[config.mk]
export PLATFORM = sky130hd
export DESIGN_NAME = fadd_issue_queue_flat
export DESIGN_NICKNAME = d
export VERILOG_FILES = /design/src/rtl/fadd_iq_if.sv /design/src/rtl/fadd_issue_queue.sv /design/src/flat_wrapper.sv
export SDC_FILE = /design/constraint.sdc
export NUM_CORES = 1
export LEC_CHECK = 0
export CAP_MARGIN = 20
export CORE_ASPECT_RATIO = 0.7
export CORE_UTILIZATION = 56
export DETAILED_ROUTE_END_ITERATION = 12
export MAX_ROUTING_LAYER = met4
export PLACE_DENSITY_LB_ADDON = 0.05
export RECOVER_POWER = 25
export SYNTH_ARGS = -nofsm -noshare
export SYNTH_HDL_FRONTEND = slang
export SYNTH_SLANG_ARGS = --single-unit
[constraint.sdc]
create_clock -name clk -period 4.1 [get_ports clk]
set_input_delay 0.82 -clock clk [delete_from_list [all_inputs] [get_ports clk]]
set_output_delay 0.82 -clock clk [all_outputs]
set_load 0.02 [all_outputs]
[src/rtl/fadd_iq_if.sv]
`default_nettype none
// ============================================================================
//  Module   : fadd_iq_if
//  Purpose  : Bundles the signals between the fadd issue queue and the blocks
//             around it: the FPU dispatcher (in_*), the pipelined fadd core
//             (fa_*), and the result consumer (out_*).
//  Modports : slave  - the issue queue itself
//             master - the environment (dispatcher, fadd core and consumer)
//  Ports    : in_valid/in_ready/in_x1/in_x2/in_tag  operand handshake
//             fa_x1/fa_x2 -> fadd, fa_y/fa_ovf <- fadd
//             out_valid/out_ready/out_y/out_ovf/out_tag  result handshake
//  Revision : 1.0  initial release
// ============================================================================
interface fadd_iq_if #(
    parameter int TAG_W = 5
);
    logic             in_valid;
    logic             in_ready;
    logic [31:0]      in_x1;
    logic [31:0]      in_x2;
    logic [TAG_W-1:0] in_tag;
    logic [31:0]      fa_x1;
    logic [31:0]      fa_x2;
    logic [31:0]      fa_y;
    logic             fa_ovf;
    logic             out_valid;
    logic             out_ready;
    logic [31:0]      out_y;
    logic             out_ovf;
    logic [TAG_W-1:0] out_tag;

    modport slave (
        input  in_valid, in_x1, in_x2, in_tag, fa_y, fa_ovf, out_ready,
        output in_ready, fa_x1, fa_x2, out_valid, out_y, out_ovf, out_tag
    );

    modport master (
        output in_valid, in_x1, in_x2, in_tag, fa_y, fa_ovf, out_ready,
        input  in_ready, fa_x1, fa_x2, out_valid, out_y, out_ovf, out_tag
    );
endinterface
`default_nettype wire

[src/rtl/fadd_issue_queue.sv]
`default_nettype none
// ============================================================================
//  Module   : fadd_issue_queue
//  Purpose  : Issue/retire wrapper for a non-stallable pipelined fadd core.
//             Accepts operand pairs over valid/ready, registers them into the
//             fadd, tracks tags alongside the fadd pipeline and captures the
//             results into a result FIFO. A credit count (FIFO entries plus
//             ops in flight) stops issue before the FIFO could overflow.
//  Ports    : clk, rstn (async, active-low)
//             bus (fadd_iq_if.slave): in_* handshake, fa_* fadd link,
//             out_* result handshake
//             ovf_sticky (out), ovf_clr (in) - only with FADD_OVF_STICKY_EN
//  Config   : FADD_OVF_STICKY_EN - adds a sticky overflow flag set by any
//             popped result with ovf=1, cleared by ovf_clr (set wins).
//  Revision : 1.0  initial release
// ============================================================================
module fadd_issue_queue #(
    parameter int NSTAGE     = 2,
    parameter int TAG_W      = 5,
    parameter int FIFO_DEPTH = 4
) (
    input  logic      clk,
    input  logic      rstn,
    fadd_iq_if.slave  bus
`ifdef FADD_OVF_STICKY_EN
    ,
    output logic      ovf_sticky,
    input  logic      ovf_clr
`endif
);

    localparam int CNT_W = $clog2(FIFO_DEPTH + NSTAGE + 2);
    localparam int PTR_W = (FIFO_DEPTH > 1) ? $clog2(FIFO_DEPTH) : 1;
    localparam int OCC_W = $clog2(FIFO_DEPTH + 1);
    localparam logic [PTR_W-1:0] PTR_LAST = PTR_W'(FIFO_DEPTH - 1);

    // Valid/tag shift registers that mirror the fadd pipeline.
    logic [NSTAGE:0]  v_q, v_d;
    logic [TAG_W-1:0] tag_q [NSTAGE+1];
    logic [31:0]      fa_x1_q, fa_x2_q;

    // Result FIFO storage and bookkeeping.
    logic [31:0]      mem_y_q   [FIFO_DEPTH];
    logic             mem_ovf_q [FIFO_DEPTH];
    logic [TAG_W-1:0] mem_tag_q [FIFO_DEPTH];
    logic [PTR_W-1:0] wr_q, wr_d, rd_q, rd_d;
    logic [OCC_W-1:0] occ_q, occ_d;
    logic [CNT_W-1:0] count_q, count_d;

    logic accept, push, pop, out_valid, in_ready;

    // count covers every op that still owns a FIFO slot (queued or in
    // flight), so a push can never land in a full FIFO without a pop.
    assign in_ready  = rstn && (count_q < CNT_W'(FIFO_DEPTH));
    assign accept    = bus.in_valid && in_ready;
    assign push      = v_q[NSTAGE];
    assign out_valid = (occ_q != '0);
    assign pop       = out_valid && bus.out_ready;

    assign bus.in_ready  = in_ready;
    assign bus.fa_x1     = fa_x1_q;
    assign bus.fa_x2     = fa_x2_q;
    assign bus.out_valid = out_valid;
    assign bus.out_y     = mem_y_q[rd_q];
    assign bus.out_ovf   = mem_ovf_q[rd_q];
    assign bus.out_tag   = mem_tag_q[rd_q];

    always_comb begin
        v_d  = {v_q[NSTAGE-1:0], accept};
        wr_d = wr_q;
        rd_d = rd_q;
        if (push) begin
            wr_d = (wr_q == PTR_LAST) ? '0 : wr_q + PTR_W'(1);
        end
        if (pop) begin
            rd_d = (rd_q == PTR_LAST) ? '0 : rd_q + PTR_W'(1);
        end
        occ_d = occ_q + OCC_W'(push) - OCC_W'(pop);
        count_d = count_q + CNT_W'(accept) - CNT_W'(pop);
    end

    always_ff @(posedge clk or negedge rstn) begin
        if (!rstn) begin
            v_q     <= '0;
            fa_x1_q <= '0;
            fa_x2_q <= '0;
            wr_q    <= '0;
            rd_q    <= '0;
            occ_q   <= '0;
            count_q <= '0;
            for (int k = 0; k <= NSTAGE; k++) begin
                tag_q[k] <= '0;
            end
            for (int i = 0; i < FIFO_DEPTH; i++) begin
                mem_y_q[i]   <= '0;
                mem_ovf_q[i] <= 1'b0;
                mem_tag_q[i] <= '0;
            end
        end else begin
            v_q     <= v_d;
            wr_q    <= wr_d;
            rd_q    <= rd_d;
            occ_q   <= occ_d;
            count_q <= count_d;
            // Operands hold when nothing is accepted; fadd output for those
            // cycles is never captured because v[0] is 0.
            if (accept) begin
                fa_x1_q  <= bus.in_x1;
                fa_x2_q  <= bus.in_x2;
                tag_q[0] <= bus.in_tag;
            end
            for (int k = 1; k <= NSTAGE; k++) begin
                tag_q[k] <= tag_q[k-1];
            end
            if (push) begin
                mem_y_q[wr_q]   <= bus.fa_y;
                mem_ovf_q[wr_q] <= bus.fa_ovf;
                mem_tag_q[wr_q] <= tag_q[NSTAGE];
            end
        end
    end

`ifdef FADD_OVF_STICKY_EN
    logic ovf_sticky_q;
    assign ovf_sticky = ovf_sticky_q;

    always_ff @(posedge clk or negedge rstn) begin
        if (!rstn) begin
            ovf_sticky_q <= 1'b0;
        end else if (pop && bus.out_ovf) begin
            ovf_sticky_q <= 1'b1;
        end else if (ovf_clr) begin
            ovf_sticky_q <= 1'b0;
        end
    end
`endif

`ifndef SYNTHESIS
    always @(posedge clk) begin
        if (rstn) begin
            assert (!(push && !pop && occ_q == OCC_W'(FIFO_DEPTH)))
                else $error("fadd_issue_queue: result push into full FIFO");
        end
    end
`endif

endmodule
`default_nettype wire

[src/flat_wrapper.sv]
// flat-port wrapper written by rule: the top's interface ports become plain ports
module fadd_issue_queue_flat 
#(
    parameter int NSTAGE     = 2,
    parameter int TAG_W      = 5,
    parameter int FIFO_DEPTH = 4
)
  (clk, rstn, bus_in_valid, bus_in_x1, bus_in_x2, bus_in_tag, bus_fa_y, bus_fa_ovf, bus_out_ready, bus_in_ready, bus_fa_x1, bus_fa_x2, bus_out_valid, bus_out_y, bus_out_ovf, bus_out_tag);
  fadd_iq_if #(.TAG_W(TAG_W)) bus_i ();
  input  logic clk;
  input  logic rstn;
  input wire logic [$bits(bus_i.in_valid)-1:0] bus_in_valid;
  input wire logic [$bits(bus_i.in_x1)-1:0] bus_in_x1;
  input wire logic [$bits(bus_i.in_x2)-1:0] bus_in_x2;
  input wire logic [$bits(bus_i.in_tag)-1:0] bus_in_tag;
  input wire logic [$bits(bus_i.fa_y)-1:0] bus_fa_y;
  input wire logic [$bits(bus_i.fa_ovf)-1:0] bus_fa_ovf;
  input wire logic [$bits(bus_i.out_ready)-1:0] bus_out_ready;
  output wire logic [$bits(bus_i.in_ready)-1:0] bus_in_ready;
  output wire logic [$bits(bus_i.fa_x1)-1:0] bus_fa_x1;
  output wire logic [$bits(bus_i.fa_x2)-1:0] bus_fa_x2;
  output wire logic [$bits(bus_i.out_valid)-1:0] bus_out_valid;
  output wire logic [$bits(bus_i.out_y)-1:0] bus_out_y;
  output wire logic [$bits(bus_i.out_ovf)-1:0] bus_out_ovf;
  output wire logic [$bits(bus_i.out_tag)-1:0] bus_out_tag;
  assign bus_i.in_valid = bus_in_valid;
  assign bus_i.in_x1 = bus_in_x1;
  assign bus_i.in_x2 = bus_in_x2;
  assign bus_i.in_tag = bus_in_tag;
  assign bus_i.fa_y = bus_fa_y;
  assign bus_i.fa_ovf = bus_fa_ovf;
  assign bus_i.out_ready = bus_out_ready;
  assign bus_in_ready = bus_i.in_ready;
  assign bus_fa_x1 = bus_i.fa_x1;
  assign bus_fa_x2 = bus_i.fa_x2;
  assign bus_out_valid = bus_i.out_valid;
  assign bus_out_y = bus_i.out_y;
  assign bus_out_ovf = bus_i.out_ovf;
  assign bus_out_tag = bus_i.out_tag;
  fadd_issue_queue #(.NSTAGE(NSTAGE), .TAG_W(TAG_W), .FIFO_DEPTH(FIFO_DEPTH)) u_core (.clk(clk), .rstn(rstn), .bus(bus_i));
endmodule
## Word level (Yosys, flattened, before mapping)

Index checks and enable logic that the tools add are counted.

- Flip-flop bits (word level): 244
- Latch bits: 0
- Memory bits (writable): 0
- ROM bits: 0
- Bits of input ports: 106
- Output and inout port bits: 104
- Word-level logic and storage cells: 61
- Memories kept: 0

- Add/sub/neg operators: 6
- Multiply operators: 0
- Divide/modulo/power cells: 0
- Order comparisons: 4
- Equal/unequal tests: 2
- Shift-type cells: 0
- Muxes and demuxes: 20
- Bitwise gates (word level): 2
- Reduce and logical (&&, ||, !) cells: 5

Operators with widths:

| cell | number |
|---|---|
| bitwise mux 128 bit | 1 |
| two-way mux 32 bit | 3 |
| binary-select mux 32 bit (select 2 bit) | 1 |
| demux 32 bit (select 2 bit) | 1 |
| bitwise mux 20 bit | 1 |
| two-way mux 5 bit | 3 |
| binary-select mux 5 bit (select 2 bit) | 1 |
| demux 5 bit (select 2 bit) | 1 |
| adder 3 x 1 -> 3 bit | 2 |
| >= comparator 3 bit, second input constant | 2 |
| NOT 2 -> 3 bit | 2 |
| subtractor 3 x 1 -> 3 bit | 2 |
| adder 2 x 1 -> 2 bit, second input constant | 2 |
| bitwise mux 4 bit | 1 |
| == test 2 bit, second input constant | 2 |
| logical AND 1 bit | 4 |
| two-way mux 2 bit | 2 |
| < comparator 3 x 1 -> 1 bit, second input constant | 1 |
| < comparator 3 bit, second input constant | 1 |
| two-way mux 1 bit | 3 |
| nonzero test 3 bit | 1 |
| binary-select mux 1 bit (select 2 bit) | 1 |
| demux 1 bit (select 2 bit) | 1 |

## Logic depth before layout (Yosys ltp)

- Word-level depth: 6
- Gate-level depth with buffers: 9
- Gate-level depth less buffers: 9

## Least setup slack after synthesis

No wires, ideal clock.

- Kind: input to register
- From: input port bus_out_ready
- To: register u_core.occ_q[2]
- Setup time: 0.125 ns
- Arrival: 2.143 ns
- Required time: 3.975 ns
- Slack: 1.832 ns
- Cell stages on the path: 9
- Path buffers: 0
- Path through: o31ai_1 inv_1 ha_1 inv_1 ha_1 inv_1 fa_1 xnor2_1 xnor2_1

- Longest elaborated chain between the ends: 2

Ends and longest elaborated chain:

| item | RTL line | RTL |
|---|---|---|
| start: declaration | flat_wrapper.sv:18 | `input wire logic [$bits(bus_i.out_ready)-1:0] bus_out_ready;` |
| logical AND 1 bit | fadd_issue_queue.sv:58 | `assign pop = out_valid && bus.out_ready;` |
| net u_core.pop | fadd_issue_queue.sv:50 | `logic accept, push, pop, out_valid, in_ready;` |
| subtractor 3 x 1 -> 3 bit | fadd_issue_queue.sv:78 | `occ_d = occ_q + OCC_W'(push) - OCC_W'(pop);` |
| net u_core.occ_d[2] | fadd_issue_queue.sv:47 | `logic [OCC_W-1:0] occ_q, occ_d;` |
| end signal: assignment | fadd_issue_queue.sv:89 | `occ_q <= '0;` |
| end signal: assignment | fadd_issue_queue.sv:103 | `occ_q <= occ_d;` |
| end: declaration | fadd_issue_queue.sv:47 |  |

The timed path passes the listed nets, and every way through them passes these cells.
A chain may end at the register's enable or synchronous reset.

## Worst setup path after layout

- From: register u_core.rd_q[0]
- To: output port bus_out_tag[2]

- Longest elaborated chain between the ends: 4

Ends and longest elaborated chain:

| item | RTL line | RTL |
|---|---|---|
| start: declaration | fadd_issue_queue.sv:46 | `logic [PTR_W-1:0] wr_q, wr_d, rd_q, rd_d;` |
| start signal: assignment | fadd_issue_queue.sv:102 | `rd_q <= rd_d;` |
| NOT 2 -> 3 bit (not written as such) | fadd_issue_queue.sv:66 | `assign bus.out_tag = mem_tag_q[rd_q];` |
| binary-select mux 5 bit (select 2 bit) | fadd_issue_queue.sv:66 |  |
| two-way mux 5 bit (not written as such) (2 in a row) | fadd_issue_queue.sv:66 |  |
| end: declaration | flat_wrapper.sv:25 | `output wire logic [$bits(bus_i.out_tag)-1:0] bus_out_tag;` |

Every way passes these cells. The select of a mux whose other input is x is not followed.

==> parameters.txt <==
Parameter                              Value

Clocking
  Hold buffers post-CTS ... 0
  Cells resized by post-CTS repair ... 0
  Buffers inserted by post-CTS timing repair ... 0
  Clock root buffer ... sky130_fd_sc_hd__clkbuf_16
  Clock edge transition at the registers on the reported setup and hold paths ... 0.06 ns
  Cts bufs inserted ... 24
  Clock latency reported for the late side of the worst-skew pair ... 0.52 ns
  Total number of H-tree levels ... 1
  Sinks on Clock Net ... 244
  Clock buffer depth ... 3
  Clock tree from TritonCTS ... done

Setup path
  Sort of element at the end of the critical path ... output port
  Max Fanout on Critical Path ... 23
  Critical-path top delay cell ... sky130_fd_sc_hd__dfrtp_2
  Startpoint type of the worst setup path ... flip-flop
  Largest stage delay on the critical path ... 0.81 ns
  CP Cell Sequence ... buf_12 > mux4_2 > clkdlybuf4s50_1
  Signal arrival time at the worst endpoint ... 2.78 ns
  Critical path class ... flip-flop to output port
  Worst endpoint required time ... 3.28 ns

STA
  Hold violation total from the final report ... 0
  Final setup skew ... 0.00748 ns
  Setup tns final ... 0 ns
  PnR worst setup slack ... 0.497 ns
  Slew Viols, Final ... 188
  # setup viols final ... 0
  Crit path time final ... 3.60 ns
  Hold slack final ... 0.164 ns
  Highest clock rate ... 0.278 GHz
  Remaining max-slew budget at the tightest pin ... -0.573
  Setup repair after global routing missed its margin ... no
  Final Cycle Share ... 0.879
  Transition at the pin with the smallest max-transition slack ... 2.35 ns

Finish
  Area added between synthesis and finish ... 29.0%
  Number of nets at the end of the flow ... 905
  Post-route design area ... 13400 um2
  Fraction of final layout cells with drive strength greater than 1 ... 0.375
  Diode insertion count for antenna repair ... 0

Yosys
  Post-synthesis mux area share ... 0.353
  Cell type with the largest total area after synthesis ... sky130_fd_sc_hd__dfrtp_1
  Number of synthesized flops with an enable pin ... 0
  Xor/xnor share of the synthesized area ... 0.00337
  Fraction of the mapped netlist area in simple logic gates ... 0.00903
  Flops & latches, synth ... 244
  Fraction of synthesized cell area taken by the top area cell type ... 0.587
  Warning count from the yosys run ... 0
  Flip-flop cell with the highest count after synthesis ... sky130_fd_sc_hd__dfrtp_1
  Post-synthesis compound-gate area fraction ... 0.00169
  Most frequently used cell type in the post-synthesis netlist ... sky130_fd_sc_hd__dfrtp_1
  Portion of the post-synthesis area used by sequential elements ... 0.587
  Count of mapped cells out of synthesis ... 578
  Combinational family with the most area after synthesis ... multiplexers
  Syn Std Cell Area ... 10400 um2
  Per-instance average area after synthesis ... 18.0 um2
  Top cells by area, synth ... sky130_fd_sc_hd__dfrtp_1 59%, sky130_fd_sc_hd__mux2_2 15%, sky130_fd_sc_hd__mux2_4 12%, sky130_fd_sc_hd__mux4_2 8.2%, sky130_fd_sc_hd__buf_6 1.6%
  Async S/R FF share, synth ... 1.00
  Post-Synthesis Net Count ... 695
  Adder-Cell Fraction of Synth Area ... 0.0147
  Post-synthesis cell type count ... 23
  Most used standard cells in the synthesized netlist ... 244 x sky130_fd_sc_hd__dfrtp_1, 137 x sky130_fd_sc_hd__mux2_2, 80 x sky130_fd_sc_hd__mux2_4, 38 x sky130_fd_sc_hd__mux4_2, 15 x sky130_fd_sc_hd__buf_6

Run status
  Run status ... complete, but fails checks
  Violations in the final reports ... capacitance limit, slew limit

Floorplan
  Initial standard-cell utilization of the core ... 0.574
  I/O pin count ... 210
  Core area ... 18100 um2
  Die span in y ... 116 um
  Die X-Extent ... 165 um
  Area of the die ... 19100 um2
  Cell row count ... 41

Place
  Pre-CTS setup slack ... 1.03 ns
  Port Buf Inserts ... 209
  Placer Congestion ... 0.726
  Cell Area, Placed ... 12600 um2
  HPWL Detailed ... 13500 um

Detailed routing
  Detailed-route via count ... 5655
  Number of nets with antenna violations after detailed routing ... 0
  Post-DR wirelength/cell ... 20.3 um
  Number of remaining DRC errors ... 0
  DRT iter0 DRCs ... 309
  Number of vias per cell ... 5.43
  First-pass iteration count of the detailed router ... 4
  Wire length reported by the detailed router ... 21200 um

Global route
  First-pass GRT wire length ... 33800 um
  Overflow left after global routing ... 0
  Number of global-route vias before repair ... 6352
  Aggregate global-route resource usage ... 0.237
  Initial antenna violation count ... 0
  Largest net degree at the start of global routing ... 81

Power and ir drop
  Final Power ... 11900 uW
  Worst vdd ir ... 0.000714 V
  Pwr per Cell Area ... 886 nW/um2
  Leakage Power ... 0.00594 uW

Worst hold path
  Class of the tightest hold or removal check ... input pin to async pin

Run
  Total of max-cap violations ... 4
==> through the flow <==
step	util	cells
after CTS	0.743	1041
after floorplan	-	578
after global placement	0.695	997
final	0.740	1042
after detailed placement	0.695	997
after global routing	0.740	1042
==> logic make-up (layout without fill, tap and decap cells) <==
group	Yosys count	in the layout
and+or+nand+nor	10	10
adders and majority gates	11	11
DFF	244	244
buffers and inverters	45	273
xor gates and xnor gates	4	4
muxes	261	261
AOI/OAI and AO/OA	3	3
==> where the power goes <==
group	total (uW)	internal [uW]	switching (uW)
registers	4380	3630	755
clock network	2360	1440	923
logic	5130	3050	2080
==> worst max-delay path, delay by kind of cell (launching register included) <==
family	cells	cell delay [ns]
flops	1	0.81
mux	1	0.54
buf+inv	2	0.88
==> layer usage <==
metal  global-route usage  up-vias  part of all wire
met5                    -        -                 0
met4               0.0398        0             0.012
met3               0.0422       27             0.045
met2                0.383      131              0.50
met1                0.320     2981              0.44
li1                     -     2516                 -
==> final timing paths <==
path,slack (ns),startpoint,endpoint,depth (start not counted)
min in group clk,0.35,u_core.v_q[1],u_core.v_q[2],0
max,0.50,u_core.rd_q[0],bus_out_tag[2],3
min,0.16,rstn,u_core.rd_q[1],1
max in group asynchronous,1.36,rstn,u_core.rd_q[0],3
max reg2reg,1.07,u_core.count_q[2],u_core.bus.fa_x1[3],3
min reg2reg,0.35,u_core.v_q[1],u_core.v_q[2],0
==> state kept, by name, indices dropped and copies added, names as in the netlist <==
| signal | count |
|---|---|
| u_core.bus.fa_x2 | 32 |
| u_core.rd_q | 2 |
| u_core.wr_q | 2 |
| u_core.tag_q | 15 |
| u_core.count_q | 3 |
| u_core.bus.fa_x1 | 32 |
| u_core.v_q | 3 |
| u_core.mem_y_q | 128 |
| u_core.mem_ovf_q | 4 |
| u_core.mem_tag_q | 20 |
| u_core.occ_q | 3 |
==> placed cells by master (no fill, tap or decap), types with 2 or more instances in the layout <==
cell	instances
sky130_fd_sc_hd__mux2_2	137
sky130_fd_sc_hd__nand2_4	2
sky130_fd_sc_hd__mux4_2	38
sky130_fd_sc_hd__xnor2_1	3
sky130_fd_sc_hd__clkinvlp_4	3
sky130_fd_sc_hd__bufinv_16	4
sky130_fd_sc_hd__dfrtp_2	2
sky130_fd_sc_hd__fa_1	2
sky130_fd_sc_hd__dfrtp_1	242
sky130_fd_sc_hd__ha_1	9
sky130_fd_sc_hd__mux2_4	71
sky130_fd_sc_hd__clkbuf_1	2
sky130_fd_sc_hd__nand2_1	3
sky130_fd_sc_hd__clkbuf_16	24
sky130_fd_sc_hd__mux2_1	15
sky130_fd_sc_hd__inv_1	12
sky130_fd_sc_hd__clkinv_2	5
sky130_fd_sc_hd__o21ai_0	2
sky130_fd_sc_hd__clkdlybuf4s50_1	208
sky130_fd_sc_hd__clkbuf_8	6
sky130_fd_sc_hd__buf_4	4
==> area by class of cell <==
| class | count | area (um2) |
|---|---|---|
| inverter | 12 | 45.0 |
| fill | 1129 | 4700 |
| multi-input combinational | 289 | 3910 |
| clock inverter | 13 | 184 |
| tap | 236 | 295 |
| clock buffer | 31 | 687 |
| timing repair buffer | 217 | 2180 |
| sequential | 244 | 6110 |
Power figures use the tool's default switching activity.
